**src/rtl/multicycle_control_fsm.sv**
```systemverilog
// Multicycle control unit: sequences fetch/decode/execute/memory/writeback
// and drives datapath selects, write enables and the shared memory handshake.
module multicycle_control_fsm #(
    parameter int unsigned    OPW     = 5,
    parameter logic [OPW-1:0] OP_HALT = OPW'(5'b11111)
) (
    input  logic        clk,
    input  logic        rst_n,
    input  logic [31:0] Instr,
    input  logic        Zero,
    input  logic        mem_ready,
    output logic        mem_req,
    output logic        MemWrite,
    output logic        AdrSrc,
    output logic        IRWrite,
    output logic        PCWrite,
    output logic        PCSrc,
    output logic [1:0]  immediatetype,
    output logic        ALUSrcB,
    output logic [1:0]  ALUOp,
    output logic        RegWrite,
    output logic        ResultSrc,
    output logic        halted
);

    localparam logic [OPW-1:0] OP_LOAD  = OPW'(5'b10000);
    localparam logic [OPW-1:0] OP_STORE = OPW'(5'b10001);
    localparam logic [OPW-1:0] OP_BEQ   = OPW'(5'b10010);
    localparam logic [OPW-1:0] OP_JUMP  = OPW'(5'b10011);

    typedef enum logic [3:0] {
        S_FETCH, S_DECODE, S_EXEC, S_ALUWB, S_MEMADR, S_MEMRD,
        S_MEMWB, S_MEMWR, S_BRANCH, S_JUMP, S_HALT
    } state_t;

    typedef enum logic [2:0] {
        CL_ALU, CL_ALUI, CL_LOAD, CL_STORE, CL_BEQ, CL_JUMP, CL_HALT, CL_NOP
    } cls_t;

    state_t         state;
    cls_t           cls;
    cls_t           dec_cls;
    logic [OPW-1:0] opcode;
    logic           unused_instr;

    // The extender consumes the low instruction bits; only the opcode is decoded here.
    assign opcode       = Instr[31 -: OPW];
    assign unused_instr = ^Instr[31-OPW:0];

    // Extender type select for an instruction class.
    function automatic logic [1:0] imm_of(input cls_t c);
        case (c)
            CL_LOAD, CL_STORE: imm_of = 2'b01;
            CL_BEQ:            imm_of = 2'b10;
            CL_JUMP:           imm_of = 2'b11;
            default:           imm_of = 2'b00;
        endcase
    endfunction

    // Opcode classification of the current instruction register.
    always_comb begin
        dec_cls = CL_NOP;
        if (opcode == OP_HALT) begin
            dec_cls = CL_HALT;
        end else if (opcode[OPW-1 -: 2] == 2'b00) begin
            dec_cls = CL_ALU;
        end else if (opcode[OPW-1 -: 2] == 2'b01) begin
            dec_cls = CL_ALUI;
        end else begin
            case (opcode)
                OP_LOAD:  dec_cls = CL_LOAD;
                OP_STORE: dec_cls = CL_STORE;
                OP_BEQ:   dec_cls = CL_BEQ;
                OP_JUMP:  dec_cls = CL_JUMP;
                default:  dec_cls = CL_NOP;
            endcase
        end
    end

    // State sequencing; the class is captured in DECODE and held for the instruction.
    always_ff @(posedge clk) begin
        if (!rst_n) begin
            state <= S_FETCH;
            cls   <= CL_NOP;
        end else begin
            case (state)
                S_FETCH:  if (mem_ready) state <= S_DECODE;
                S_DECODE: begin
                    cls <= dec_cls;
                    case (dec_cls)
                        CL_ALU, CL_ALUI:   state <= S_EXEC;
                        CL_LOAD, CL_STORE: state <= S_MEMADR;
                        CL_BEQ:            state <= S_BRANCH;
                        CL_JUMP:           state <= S_JUMP;
                        CL_HALT:           state <= S_HALT;
                        default:           state <= S_FETCH;
                    endcase
                end
                S_EXEC:   state <= S_ALUWB;
                S_ALUWB:  state <= S_FETCH;
                S_MEMADR: state <= (cls == CL_STORE) ? S_MEMWR : S_MEMRD;
                S_MEMRD:  if (mem_ready) state <= S_MEMWB;
                S_MEMWB:  state <= S_FETCH;
                S_MEMWR:  if (mem_ready) state <= S_FETCH;
                S_BRANCH: state <= S_FETCH;
                S_JUMP:   state <= S_FETCH;
                S_HALT:   state <= S_HALT;
                default:  state <= S_FETCH;
            endcase
        end
    end

    // Output decode; everything is held low while reset is asserted.
    always_comb begin
        mem_req       = 1'b0;
        MemWrite      = 1'b0;
        AdrSrc        = 1'b0;
        IRWrite       = 1'b0;
        PCWrite       = 1'b0;
        PCSrc         = 1'b0;
        immediatetype = 2'b00;
        ALUSrcB       = 1'b0;
        ALUOp         = 2'b00;
        RegWrite      = 1'b0;
        ResultSrc     = 1'b0;
        halted        = 1'b0;
        if (rst_n) begin
            case (state)
                S_FETCH: begin
                    mem_req = 1'b1;
                    IRWrite = mem_ready;
                    PCWrite = mem_ready;
                end
                S_DECODE: immediatetype = imm_of(dec_cls);
                S_EXEC: begin
                    immediatetype = imm_of(cls);
                    ALUSrcB       = (cls == CL_ALUI);
                    ALUOp         = 2'b10;
                end
                S_ALUWB: begin
                    immediatetype = imm_of(cls);
                    RegWrite      = 1'b1;
                end
                S_MEMADR: begin
                    immediatetype = 2'b01;
                    ALUSrcB       = 1'b1;
                end
                S_MEMRD: begin
                    immediatetype = imm_of(cls);
                    mem_req       = 1'b1;
                    AdrSrc        = 1'b1;
                end
                S_MEMWB: begin
                    immediatetype = imm_of(cls);
                    RegWrite      = 1'b1;
                    ResultSrc     = 1'b1;
                end
                S_MEMWR: begin
                    immediatetype = imm_of(cls);
                    mem_req       = 1'b1;
                    AdrSrc        = 1'b1;
                    MemWrite      = 1'b1;
                end
                S_BRANCH: begin
                    immediatetype = 2'b10;
                    ALUOp         = 2'b01;
                    PCWrite       = Zero;
                    PCSrc         = 1'b1;
                end
                S_JUMP: begin
                    immediatetype = 2'b11;
                    PCWrite       = 1'b1;
                    PCSrc         = 1'b1;
                end
                S_HALT:  halted = 1'b1;
                default: halted = 1'b0;
            endcase
        end
    end

endmodule

```
**config.mk**
```make
export PLATFORM = sky130hd
export DESIGN_NAME = multicycle_control_fsm
export DESIGN_NICKNAME = d
export VERILOG_FILES = /design/src/rtl/multicycle_control_fsm.sv
export SDC_FILE = /design/constraint.sdc
export NUM_CORES = 1
export LEC_CHECK = 0
export CAP_MARGIN = 40
export CELL_PAD_IN_SITES_DETAIL_PLACEMENT = 1
export CELL_PAD_IN_SITES_GLOBAL_PLACEMENT = 1
export CORE_AREA = 2 2 58 60
export CTS_CLUSTER_SIZE = 8
export DETAILED_ROUTE_END_ITERATION = 8
export DIE_AREA = 0 0 60 62
export GPL_ROUTABILITY_DRIVEN = 0
export PLACE_DENSITY = 0.81
export SLEW_MARGIN = 20
export SYNTH_ARGS = -nofsm -noshare
export SYNTH_HDL_FRONTEND = slang
export SYNTH_SLANG_ARGS = --single-unit
```
**constraint.sdc**
```tcl
create_clock -name clk -period 3.2 [get_ports clk]
set_clock_uncertainty 0.2 [all_clocks]
set_input_delay 0.8 -clock clk [delete_from_list [all_inputs] [get_ports clk]]
set_output_delay 0.8 -clock clk [all_outputs]
set_load 0.1 [all_outputs]
```
======== Word-level counts from Yosys, hierarchy flattened ========
Cells that the tools add are included.
word-level totals
  bits in registers ....................... 7
  output and inout port bits .............. 14
  bits in read-only memories .............. 0
  memories ................................ 0
  input port bits ......................... 36
  latch bits .............................. 0
  word-level logic and storage cells ...... 80
  bits in writable memories ............... 0
operators by class
  mux-type cells .......................... 36
  divide/modulo/power cells ............... 0
  equality and inequality tests ........... 30
  magnitude comparators ................... 0
  reduce and logical (&&, ||, !) cells .... 12
  add/sub/neg operators ................... 0
  bitwise operators ....................... 0
  multiply operators ...................... 0
  shifts and indexed selects .............. 0
operator list
  operator                                                                count
  4-bit one-hot mux with 7 select lines                                   1
  5-bit equality test (second input constant)                             5
  4-bit one-hot mux with 5 select lines                                   1
  1-bit 2-to-1 mux                                                        18
  4-bit by 3-bit equality test with 1-bit output (second input constant)  4
  3-bit equality test (second input constant)                             5
  3-bit by 2-bit equality test with 1-bit output (second input constant)  4
  4-bit equality test (second input constant)                             3
  4-bit 2-to-1 mux                                                        3
  2-bit one-hot mux with 3 select lines                                   2
  3-bit one-hot mux with 4 select lines                                   1
  2-bit OR reduction                                                      6
  2-bit one-hot mux with 5 select lines                                   1
  3-bit 2-to-1 mux                                                        3
  4-bit by 2-bit equality test with 1-bit output (second input constant)  2
  3-bit by 1-bit equality test with 1-bit output (second input constant)  2
  2-bit 2-to-1 mux                                                        3
  2-bit != test (second input constant)                                   3
  5-bit OR reduction                                                      1
  4-bit by 1-bit equality test with 1-bit output (second input constant)  1
  4-bit zero test                                                         1
  2-bit one-hot mux with 2 select lines                                   1
  3-bit zero test                                                         1
  1-bit one-hot mux with 3 select lines                                   1
  5 further kinds                                                         5

======== Depth between registers and ports, before layout ========
  depth after elaboration ................. 10
  mapped depth ............................ 5
  depth with buffers taken out ............ 4

======== Worst setup path before layout ========
Ideal clock, no wire load.
  path kind ............................... in2out
  from .................................... input port rst_n
  to ...................................... output port PCWrite
  path buffers ............................ 0
  setup slack ............................. -1.775 ns
  stages on the path ...................... 3
  required time ........................... 2.200 ns
  arrival ................................. 3.975 ns
  cells stage by stage .................... nand2b_1 > nor3_1 > o21bai_1
between the ends
  word-level cells in the longest chain between the ends .. 1
RTL lines
  element           RTL line  text
  start, declared   8         input logic rst_n,
  1-bit 2-to-1 mux  127       if (rst_n) begin
  end, declared     16        output logic PCWrite,
No other way between the ends.

======== Final worst setup path ========
  from .................................... input port rst_n
  to ...................................... output port immediatetype[0]
between the ends
  word-level cells in the longest chain between the ends .. 1
RTL lines
  element           RTL line  text
  2-bit 2-to-1 mux  127
  end, declared     18        output logic [1:0] immediatetype,
No other way between the ends.

==> metrics <==
Most used DFF post-synth dfxtp_1; PnR worst setup slack 0.07158 ns; Nets 168; crit-path max cell delay 0.52 ns; Worst slew margin 72.74%; library cell occupying the most area in the post-synthesis netlist dfxtp_1; TritonCTS Sinks 7; power density cells 292.1 mW/mm²; IO buf count 22; Design Area, Final 0.001250 mm²; count of flip-flops with a built-in enable after synthesis 0; clock buffer count from CTS 3; CTS max path bufs 2; first-pass iteration count of the detailed router 4; Post-Synthesis Cell Area 701.9 µm²; number of DRC markers in iteration 0 18; Critical path buffers and inverters 3; critical hold path startpoint cls[1]; clock-pin slew on the worst setup and hold paths 0.06 ns; wire length of the first global-routing pass 4.112 mm; largest net degree at the start of global routing 16; origin of the critical flop-to-flop path state[2]; number of nets with antenna violations after routing 0; GRT Resource Usage Total 14.94%; CTS tree built; fraction of final layout cells sized beyond drive strength 1 35.11%; RSZ-0062 raised after global routing true; maximum operating frequency 0.3197 GHz; pre-CTS WS -0.02915 ns; cell count of the worst reg-to-reg path 5; synthesis-to-layout area growth 78.08%; proportion of netlist area held by the largest area contributor 19.96%; Synth area leaders dfxtp_1 (20%), nand2_1 (6.4%), nor2_1 (5.9%); status finished, final reports clean; final number of max-transition violations 0; number of placed cells counting well taps 173; Endpoint, Worst Hold cls[1]; starting density of the core 22.08%; total of max-cap violations 0; terminus of the critical flop-to-flop path state[3]; die width 60 µm; post-layout minimum cycle time 3.128 ns; post-detailed-placement half-perimeter wirelength 2.061 mm; reg-to-reg setup timing slack 1.41 ns; hold bufs inserted after CTS 0; wire length reported by the detailed router 2.524 mm; required time of the critical path 2.20 ns; syn nets 137; routed wire length per instance 14.26 µm; part of the Yosys area used for sequential elements 19.96%; placed instance area 0.001195 mm²; unique cell type count in the Yosys netlist 41; total inserted antenna cells 0; Max IR drop VDD 0.1149 mV; core area 0.003179 mm²; cell chain of the critical path clkdlybuf4s50_1 -> buf_4 -> o211ai_1 -> o21ba_1 -> buf_12; Post-route DRC 0; Core Rows 21; final standard cell utilization of the core 39.32%; total negative slack 0 ns; library cell used as clock root buffer clkbuf_4; Worst-Margin Slew 0.4025 ns; Setup crit start kind input port; H-Tree Depth 1; vias per inst 5.034; area of the die 0.003720 mm²; final clock period utilization by the worst path 97.76%; HP Class flip-flop to flip-flop; Synth async-reset ratio 0%; Top Ports 50; Leakage 0.0005192 µW; via count 891; Yosys reg bits 7; clock latency on the worst-skew pair 0.27 ns; number of global-route vias before repair 868; classification of the worst setup path input port to primary output; cell type of the slowest stage on the worst timing path clkdlybuf4s50_1; Final setup viols 0; Yosys warning total 0; crit path DAT 2.13 ns; Mapped Avg Cell Area 6.950 µm²; cell count after synthesis 101; antenna violations before repair 0; largest fanout of any net on the critical path 10; top cells by count, synth nand2_1 (12), nor2_1 (11), dfxtp_1 (7); most frequent cell after synthesis nand2_1; cell family with most CP delay buffers and inverters; Die Ht 62 µm; final standard cell count with taps included and fillers excluded 177; global route total overflow 0; Critical Path Sink Type primary output; Setup Fix Bufs, Post-CTS 0; Final Hold Violating Endpoints 0; worst hold path cell count 2
## per-layer routing
layer | global-route usage [%] | vias up | wire length (µm)
met4 | 6.349 | 0 | 28
met3 | 1.863 | 2 | 67
met5 | 0 | - | 0
met2 | 26.55 | 27 | 1295
met1 | 18.16 | 429 | 1133
li1 | - | 433 | -
## where the power goes
group          total (µW)  internal (µW)  switching [µW]
clock network        86.3           47.9            38.4
registers             109           95.7            13.7
logic                 169           68.5             101
## cell usage in the layout, fill, tap and decap left out, types with 2 or more instances in the layout
master and count:
buf_12 14, nand2_1 12, buf_4 10, nor2_1 7, inv_1 6, dfxtp_1 6, nand3_1 5, a21oi_1 5
clkdlybuf4s50_1 5, o21a_1 3, nor2_2 3, clkbuf_4 3, a21oi_2 2, nor2b_1 2, nor3b_1 2, or4b_1 2
o221ai_1 2, o211ai_1 2, nand2b_1 2, nor3_2 2, o21bai_1 2, o22ai_1 2, dlymetal6s2s_1 2
## cell type report
cell class              instances  area [µm²]
multi-input cells              81       559.3
flip-flops and latches          7       141.4
inverters                       7       26.28
well taps                      46       57.56
clock buffers                   4       26.28
fillers                       371        1929
repair buffers                 32       439.2
## flip-flops by register name, indices dropped and copies added (netlist names)
signal,count
cls,3
state,4
## logic make-up after synthesis
family	after synthesis	synth area share, %
AND/OR/NAND/NOR	50	39.75
AO/OA/AOI/OAI	31	31.55
buffers and inverters	13	8.733
flip-flops	7	19.96
## worst max path at each step
stage                             endpoint  slack, ns  cells after the start      start
after floorplan                    PCWrite      -0.43                      3      rst_n
after global placement    immediatetype[0]      -0.03                      6  Instr[31]
after detailed placement  immediatetype[0]      -0.03                      6  Instr[31]
after CTS                           AdrSrc       0.01                      5      rst_n
after global routing      immediatetype[0]     -0.003                      5      rst_n
final                     immediatetype[0]       0.07                      5      rst_n
## through the flow
| stage | power (µW) | hold WS (ns) |
|---|---|---|
| finish | 365.1 | 0.3357 |
| detailed placement | 278.0 | 0.3249 |
| CTS | 365.2 | 0.3331 |
| global route | 384.7 | 0.3803 |
| global placement | 270.7 | 0.2985 |
| floorplan | 211.8 | 0.2727 |
## tightest hold or removal path: stages (launching register included)
cell	delay (ns)
dfxtp_1	0.34
nand2_1	0.07
nand3b_1	0.07
## timing repair
item / in CTS / in global routing
setup endpoints to repair: 1 / 4
pin swaps: 0 / 1
resized for setup: 2 / 8
Note: power is estimated with default switching activity, not from simulation.
